### config.mk
export PLATFORM = sky130hd
export DESIGN_NAME = run_ctrl
export DESIGN_NICKNAME = d
export VERILOG_FILES = /design/src/rtl/run_ctrl_pkg.sv /design/src/rtl/run_ctrl_sat_counter.sv /design/src/rtl/run_ctrl.sv
export SDC_FILE = /design/constraint.sdc
export NUM_CORES = 1
export LEC_CHECK = 0
export BUFFER_PORTS_ARGS = -buffer_cell sky130_fd_sc_hd__clkbuf_2
export CORE_MARGIN = 8
export CORE_UTILIZATION = 56
export DETAILED_ROUTE_END_ITERATION = 10
export GPL_TIMING_DRIVEN = 0
export HOLD_SLACK_MARGIN = 0.15
export PLACE_DENSITY_LB_ADDON = 0.25
export SLEW_MARGIN = 30
export SYNTH_ARGS = -nofsm -noshare
export SYNTH_HDL_FRONTEND = slang
export SYNTH_SLANG_ARGS = --single-unit
### constraint.sdc
create_clock -name clk -period 3.3 [get_ports clk]
set_clock_uncertainty 0.1 [all_clocks]
set_input_delay 0.66 -clock clk [delete_from_list [all_inputs] [get_ports clk]]
set_output_delay 0.66 -clock clk [all_outputs]
set_load 0.05 [all_outputs]
### src/rtl/run_ctrl_pkg.sv
// Shared state encoding and default parameter values for the run controller.
package run_ctrl_pkg;

    typedef enum logic [2:0] {
        S_IDLE,
        S_HOLD,
        S_RUN,
        S_DRAIN,
        S_DONE,
        S_TIMEOUT
    } state_t;

    localparam int DEF_NUM_HARTS      = 1;
    localparam int DEF_CNT_W          = 32;
    localparam int DEF_HOLD_CYCLES    = 4;
    localparam int DEF_TIMEOUT_CYCLES = 10000;
    localparam int DEF_DRAIN_CYCLES   = 1;

endpackage

### src/rtl/run_ctrl_sat_counter.sv
// Saturating up-counter with synchronous clear, used for cycle and retire counts.
module sat_counter #(
    parameter int W = 32
) (
    input  logic         clk,
    input  logic         rst_n,
    input  logic         clr,
    input  logic         en,
    output logic [W-1:0] q
);

    always_ff @(posedge clk or negedge rst_n) begin
        if (!rst_n) begin
            q <= '0;
        end else if (clr) begin
            q <= '0;
        end else if (en && (q != '1)) begin
            q <= q + W'(1);
        end
    end

endmodule

### src/rtl/run_ctrl.sv
// Run supervisor: holds cores in reset, times the run, waits for all harts to halt.
// Optional per-hart retire counters are built when RUN_CTRL_RETIRE_CNT_EN is defined.
module run_ctrl
    import run_ctrl_pkg::*;
#(
    parameter int NUM_HARTS      = DEF_NUM_HARTS,
    parameter int CNT_W          = DEF_CNT_W,
    parameter int HOLD_CYCLES    = DEF_HOLD_CYCLES,
    parameter int TIMEOUT_CYCLES = DEF_TIMEOUT_CYCLES,
    parameter int DRAIN_CYCLES   = DEF_DRAIN_CYCLES
) (
    input  logic                 clk,
    input  logic                 rst_n,
    input  logic                 start,
    input  logic [NUM_HARTS-1:0] halt_i,
    input  logic [NUM_HARTS-1:0] retire_i,
    output logic                 core_rst_n,
    output logic                 busy,
    output logic                 done,
    output logic                 timeout,
    output logic [NUM_HARTS-1:0] halted_mask,
    output logic [CNT_W-1:0]     cycle_count
`ifdef RUN_CTRL_RETIRE_CNT_EN
    ,
    output logic [NUM_HARTS*CNT_W-1:0] retire_count
`endif
);

    localparam logic [7:0]       HOLD_LAST    = 8'(HOLD_CYCLES - 1);
    localparam logic [7:0]       DRAIN_LAST   = 8'(DRAIN_CYCLES - 1);
    localparam logic [CNT_W-1:0] TIMEOUT_LAST = CNT_W'(TIMEOUT_CYCLES - 1);

    state_t     state_reg, state_next;
    logic [7:0] phase_reg;
    logic       phase_clr;
    logic       run_start;
    logic       in_run;
    logic       all_halted;

    assign in_run     = (state_reg == S_RUN);
    // A halt seen this cycle counts towards completion without waiting for the mask.
    assign all_halted = &(halted_mask | halt_i);

    always_ff @(posedge clk or negedge rst_n) begin
        if (!rst_n) begin
            state_reg <= S_IDLE;
        end else begin
            state_reg <= state_next;
        end
    end

    always_comb begin
        state_next = state_reg;
        phase_clr  = 1'b0;
        run_start  = 1'b0;
        case (state_reg)
            S_IDLE, S_DONE, S_TIMEOUT: begin
                if (start) begin
                    state_next = S_HOLD;
                    phase_clr  = 1'b1;
                    run_start  = 1'b1;
                end
            end
            S_HOLD: begin
                if (phase_reg == HOLD_LAST) begin
                    state_next = S_RUN;
                end
            end
            S_RUN: begin
                // Completion takes priority over reaching the limit in the same cycle.
                if (all_halted) begin
                    state_next = (DRAIN_CYCLES == 0) ? S_DONE : S_DRAIN;
                    phase_clr  = 1'b1;
                end else if (cycle_count == TIMEOUT_LAST) begin
                    state_next = S_TIMEOUT;
                end
            end
            S_DRAIN: begin
                if (phase_reg == DRAIN_LAST) begin
                    state_next = S_DONE;
                end
            end
            default: state_next = S_IDLE;
        endcase
    end

    always_ff @(posedge clk or negedge rst_n) begin
        if (!rst_n) begin
            phase_reg <= '0;
        end else if (phase_clr) begin
            phase_reg <= '0;
        end else if ((state_reg == S_HOLD) || (state_reg == S_DRAIN)) begin
            phase_reg <= phase_reg + 8'd1;
        end
    end

    always_ff @(posedge clk or negedge rst_n) begin
        if (!rst_n) begin
            halted_mask <= '0;
        end else if (run_start) begin
            halted_mask <= '0;
        end else if (in_run) begin
            halted_mask <= halted_mask | halt_i;
        end
    end

    always_comb begin
        core_rst_n = !((state_reg == S_IDLE) || (state_reg == S_HOLD));
        busy       = (state_reg == S_HOLD) || (state_reg == S_RUN) || (state_reg == S_DRAIN);
        done       = (state_reg == S_DONE);
        timeout    = (state_reg == S_TIMEOUT);
    end

    sat_counter #(.W(CNT_W)) u_cycle_cnt (
        .clk   (clk),
        .rst_n (rst_n),
        .clr   (run_start),
        .en    (in_run),
        .q     (cycle_count)
    );

`ifdef RUN_CTRL_RETIRE_CNT_EN
    genvar gi;
    generate
        for (gi = 0; gi < NUM_HARTS; gi++) begin : g_retire
            // A hart stops counting from the cycle after its halt is recorded.
            sat_counter #(.W(CNT_W)) u_retire_cnt (
                .clk   (clk),
                .rst_n (rst_n),
                .clr   (run_start),
                .en    (in_run && retire_i[gi] && !halted_mask[gi]),
                .q     (retire_count[gi*CNT_W +: CNT_W])
            );
        end
    endgenerate
`else
    logic unused_retire;
    assign unused_retire = ^retire_i;
`endif

endmodule

---- Word level (Yosys, flattened, before mapping) ----
Index checks and enable logic that the tools add are counted.
operators by class
  add/sub/neg operators ................... 2
  eq/ne operators ......................... 12
  muxes and demuxes ....................... 16
  bitwise gates (word level) .............. 1
  reduce and logical (&&, ||, !) cells .... 13
operators with widths
  operator                                                           count
  32-bit 2-to-1 mux                                                  2
  32-bit by 1-bit adder with 32-bit output, second input constant    1
  32-bit by 14-bit == test with 1-bit output, second input constant  1
  32-bit != test, second input constant                              1
  8-bit 2-to-1 mux                                                   2
  3-bit 2-to-1 mux                                                   5
  3-bit case mux with 4 select lines                                 1
  8-bit by 1-bit adder with 8-bit output, second input constant      1
  8-bit by 2-bit == test with 1-bit output, second input constant    1
  8-bit zero test                                                    1
  3-bit by 2-bit == test with 1-bit output, second input constant    2
  3-bit == test, second input constant                               2
  2-bit != test, second input constant                               3
  2-bit nonzero test                                                 3
  1-bit 2-to-1 mux                                                   5
  1-bit logical OR                                                   4
  4-bit AND reduction                                                1
  3-bit by 1-bit == test with 1-bit output, second input constant    1
  3-bit zero test                                                    1
  3-bit != test, second input constant                               1
  3-bit OR reduction                                                 1
  1-bit case mux with 2 select lines                                 1
  1-bit logical AND                                                  1
  1-bit zero test                                                    1
  1-bit OR                                                           1
word-level totals
  bits in registers ....................... 44
  input bits .............................. 5
  word-level logic and storage cells ...... 48

---- Longest topological paths before layout ----
  word-level depth ........................ 4
  depth in mapped cells ................... 8
  depth with buffers taken out ............ 7

---- Hierarchy ----
A second synthesis with hierarchy kept.
unflattened totals
  cell total of the unflattened synthesis .. 293
  area total of the unflattened synthesis .. 2,653.8 um^2
by module, submodules not included
  module       times used  cells an instance  area each (um^2)  sequential area each (um^2)
  sat_counter  1           198                1,854.3           800.8
  run_ctrl     1           95                 799.5             300.3

---- Worst setup path after synthesis ----
Ideal clock, no wire load.
  path type ............................... reg2reg
  start point ............................. register u_cycle_cnt.q[14]
  end point ............................... register u_cycle_cnt.q[30]
  library setup time ...................... 78 ps
  data arrival time ....................... 2,638 ps
  setup slack ............................. 484 ps
  cell stages (with the launch flop) ...... 7
  buffers on the path ..................... 1
  period minus slack after synthesis ...... 2,816 ps
  cell sequence ........................... dfrtp_1 buf_2 nand4_1 or4_1 or4b_4 or3_1 a21oi_1
between the ends
  cells in the longest elaborated chain, start to end .. 3
  elaborated cells on any way between the ends .. 6
  classes of those cells .................. add/sub (1); eq/ne (1); mux (2); reduce/logical (2)
RTL lines
  what                                                                               RTL line                                                text
  from (decl)                                                                        run_ctrl_sat_counter.sv:9                               output logic [W-1:0] q
  from (signal assigned)                                                             run_ctrl_sat_counter.sv:18                              q <= q + W'(1);
  32-bit by 1-bit adder with 32-bit output / 32-bit != test (equally long branches)  run_ctrl_sat_counter.sv:18, run_ctrl_sat_counter.sv:17
  32-bit 2-to-1 mux / 1-bit logical AND (equally long branches)                      run_ctrl_sat_counter.sv:17                              end else if (en && (q != '1)) begin
  32-bit 2-to-1 mux / 2-bit nonzero test (equally long branches)                     -
Several ways; a longest one is shown, not always the timed one. The select of a mux whose other input is x is not followed.
A chain may end at the register's enable or synchronous reset.

---- Worst setup path after layout ----
  start point ............................. register u_cycle_cnt.q[10]
  end point ............................... register u_cycle_cnt.q[29]
The elaborated chain is that of the path after synthesis.

==> results.py <==
metrics = {
    "clock_tree": {
        "clock-sinks": 44,
        "cts_hold_buf": 0,
        "post_cts_buffers": 0,
        "htreeDepth": 2,
        "cts_resized": 0,
        "clk_latency_ns": 0.30,
        "clkSlewWorstSetupHoldPaths_ns": 0.08,
        "cts_buffers": 5,
        "cts_root_buffer": "clkbuf_8",
        "cts_tree": "built",
        "clockBufferDepth": 2,
    },
    "die": {
        "start_util": 0.577,
        "rows": 24,
        "num_io_pins": 42,
        "dieArea_sq_um": 6810,
        "fp.dieW_microns": 82.5,
        "coreArea_sq_um": 4290,
        "die_y_microns": 82.5,
    },
    "placed_design": {
        "place.gp.congestion": 0.871,
        "io_buffer_count": 40,
        "placed_cells": 369,
        "hpwl_mm": 4.75,
    },
    "setup_path": {
        "required_ns": 3.41,
        "crit_fanout": 10,
        "critPathCaptureType": "flop",
        "critPathKind": "reg -> reg",
        "startpoint_type": "flop",
        "arrival_ns": 3.10,
    },
    "sta": {
        "whs_ns": 0.300,
        "timing.final.crit_period_ns": 2.99,
        "fin_crit_sh": 0.905,
        "max_slew_margin": 0.380,
        "hold_viol": 0,
        "rsz0062_at_grt": "no",
        "drv_slew": 0,
        "worst_pin_slew_ns": 0.906,
        "setup_viol": 0,
        "max_freq_mhz": 335,
        "tns_ns": 0,
    },
    "power_and_ir_drop": {
        "p_leak_nw": 1.25,
        "power_density_nw_per_um2": 570,
        "irDropWorstVdd_uv": 282,
    },
    "routing": {
        "viasPerCell": 6.33,
        "ant_nets": 0,
        "first_iter_violations": 230,
        "routed-via-count": 2387,
        "drt-total-wl_mm": 6.61,
        "drc": 0,
        "dr.pass1.iters": 5,
        "wl_per_cell_microns": 17.5,
    },
    "logic_synthesis": {
        "netlist_area_sq_um": 2480,
        "synth-async-reset-ratio": 1.00,
        "synthTopCellsByCount": "44 x dfrtp_1, 28 x nand2_1, 25 x nor2_1, 24 x a21oi_1",
        "ys_ff_latch": 44,
        "synth_nets": 285,
        "syn_area_per_cell_sq_um": 8.94,
        "synth_cells": 277,
        "yosysMostFrequentCell": "dfrtp_1",
        "seq_area_frac_synth": 0.445,
        "synth_area_leader_cell": "dfrtp_1",
        "synth_warnings": 0,
        "synth-main-ff-cell": "dfrtp_1",
        "synth_cell_types": 44,
        "synth_top_area_frac": 0.445,
        "synth.area.top_cells": "dfrtp_1 44%, a21oi_1 4.9%, nand2_1 4.2%, nor2_1 3.8%, or3_1 3.5%",
        "synth_edf_count": 0,
    },
    "cells_and_area": {
        "drive_gt1_frac": 0.178,
        "nets": 332,
        "final_util": 0.660,
        "areaGrowthSynthToFinish_pct": 14.5,
        "fill_cells": 383,
        "diodes": 0,
        "final_cells": 377,
        "largest_reg_flops": 32,
    },
    "status": {
        "status": "finished clean",
    },
    "min_path": {
        "min_path_type": "in -> async",
    },
    "global_routing": {
        "grt_pass1_vias": 2227,
        "grt_pass1_wl_mm": 10.9,
        "grt.total_usage": 0.205,
        "antenna_found_initial": 0,
        "grt_remaining_overflow": 0,
        "grt_max_degree": 45,
    },
    "job": {
        "maxCapViolCount": 0,
    },
}
[layout by cell type, fill, tap and decap left out, types with 3 or more instances in the layout]
| cell | synthesis | routed |
|---|---|---|
| or2_2 | 4 | 4 |
| ha_1 | 3 | 3 |
| nand2_1 | 28 | 28 |
| nand4_1 | 12 | 12 |
| o211ai_1 | 6 | 6 |
| nor4_1 | 6 | 6 |
| or4_1 | 9 | 9 |
| clkbuf_1 | 7 | 9 |
| clkbuf_2 | 0 | 39 |
| and3_1 | 5 | 5 |
| or3_1 | 14 | 14 |
| o21ai_0 | 13 | 13 |
| xnor2_1 | 4 | 4 |
| mux2i_1 | 4 | 4 |
| dfrtp_1 | 44 | 44 |
| nor4b_1 | 3 | 3 |
| inv_1 | 7 | 7 |
| nor3_1 | 4 | 4 |
| buf_2 | 3 | 3 |
| nand3_1 | 14 | 14 |
| o31ai_1 | 7 | 7 |
| a21oi_1 | 24 | 24 |
| clkbuf_8 | 0 | 6 |
| nor2_1 | 25 | 25 |
| xor2_1 | 6 | 6 |
[layout make-up]
| type | count | area (sq um) | area share |
|---|---|---|---|
| Multi-Input combinational cell | 216 | 1310 | 0.461 |
| Inverter | 7 | 26.3 | 0.00927 |
| Timing Repair Buffer | 40 | 203 | 0.0715 |
| Sequential cell | 44 | 1100 | 0.389 |
| Clock buffer | 8 | 90.1 | 0.0318 |
| Tap cell | 52 | 65.1 | 0.0230 |
| Buffer | 10 | 41.3 | 0.0146 |
[routing by layer]
layer | vias to the layer above | global-route usage | wire, microns
li1 | 1139 | - | -
met1 | 1137 | 0.284 | 2960
met2 | 105 | 0.322 | 3050
met3 | 6 | 0.0368 | 539
met4 | 0 | 0.0552 | 64
met5 | - | 0 | 0
[final timing paths]
check | start | endpoint | slack, ns | cells after the start
setup / recovery | u_cycle_cnt.q[10] | u_cycle_cnt.q[29] | 0.31 | 7
hold / removal | rst_n | phase_reg[3] | 0.30 | 1
setup reg to reg | u_cycle_cnt.q[10] | u_cycle_cnt.q[29] | 0.31 | 7
hold reg to reg | halted_mask | halted_mask | 0.44 | 2
max in group asynchronous | rst_n | u_cycle_cnt.q[20] | 2.39 | 1
min in group clk | halted_mask | halted_mask | 0.44 | 2
[kinds of logic (layout without fill, tap and decap cells)]
logic type	Yosys count	in the layout	synth area share
simple gates	136	136	0.304
mux	4	4	0.0162
compound gates	63	63	0.157
buf+inv	17	65	0.0273
xor+xnor	10	10	0.0354
flops	44	44	0.445
fa+ha+maj	3	3	0.0152
[report_power, final]
group	internal (W)	switching, W	total [W]
combinational	0.000164	0.000436	0.000600
clock	0.000171	0.000182	0.000353
sequential	0.000596	0.0000674	0.000663
total	0.000930	0.000685	0.00162
[critical path: stages (launching register included)]
cell and delay [ns]:
dfrtp_1 0.52, nand4_1 0.33, or4_1 0.64, o31ai_1 0.46, buf_2 0.31, buf_2 0.27
o21ai_0 0.12, a21oi_1 0.15
[per-stage QoR]
step / instance area [sq um] / total power (W) / setup WS [ns]
2_1_floorplan: 2480 / 0.00111 / 0.484
3_3_place_gp: 2740 / 0.00125 / 0.430
3_5_place_dp: 2740 / 0.00127 / 0.410
4_1_cts: 2830 / 0.00162 / 0.377
5_1_grt: 2830 / 0.00171 / 0.171
6_report: 2830 / 0.00162 / 0.314
No activity file was read; power rests on OpenSTA's default activity.
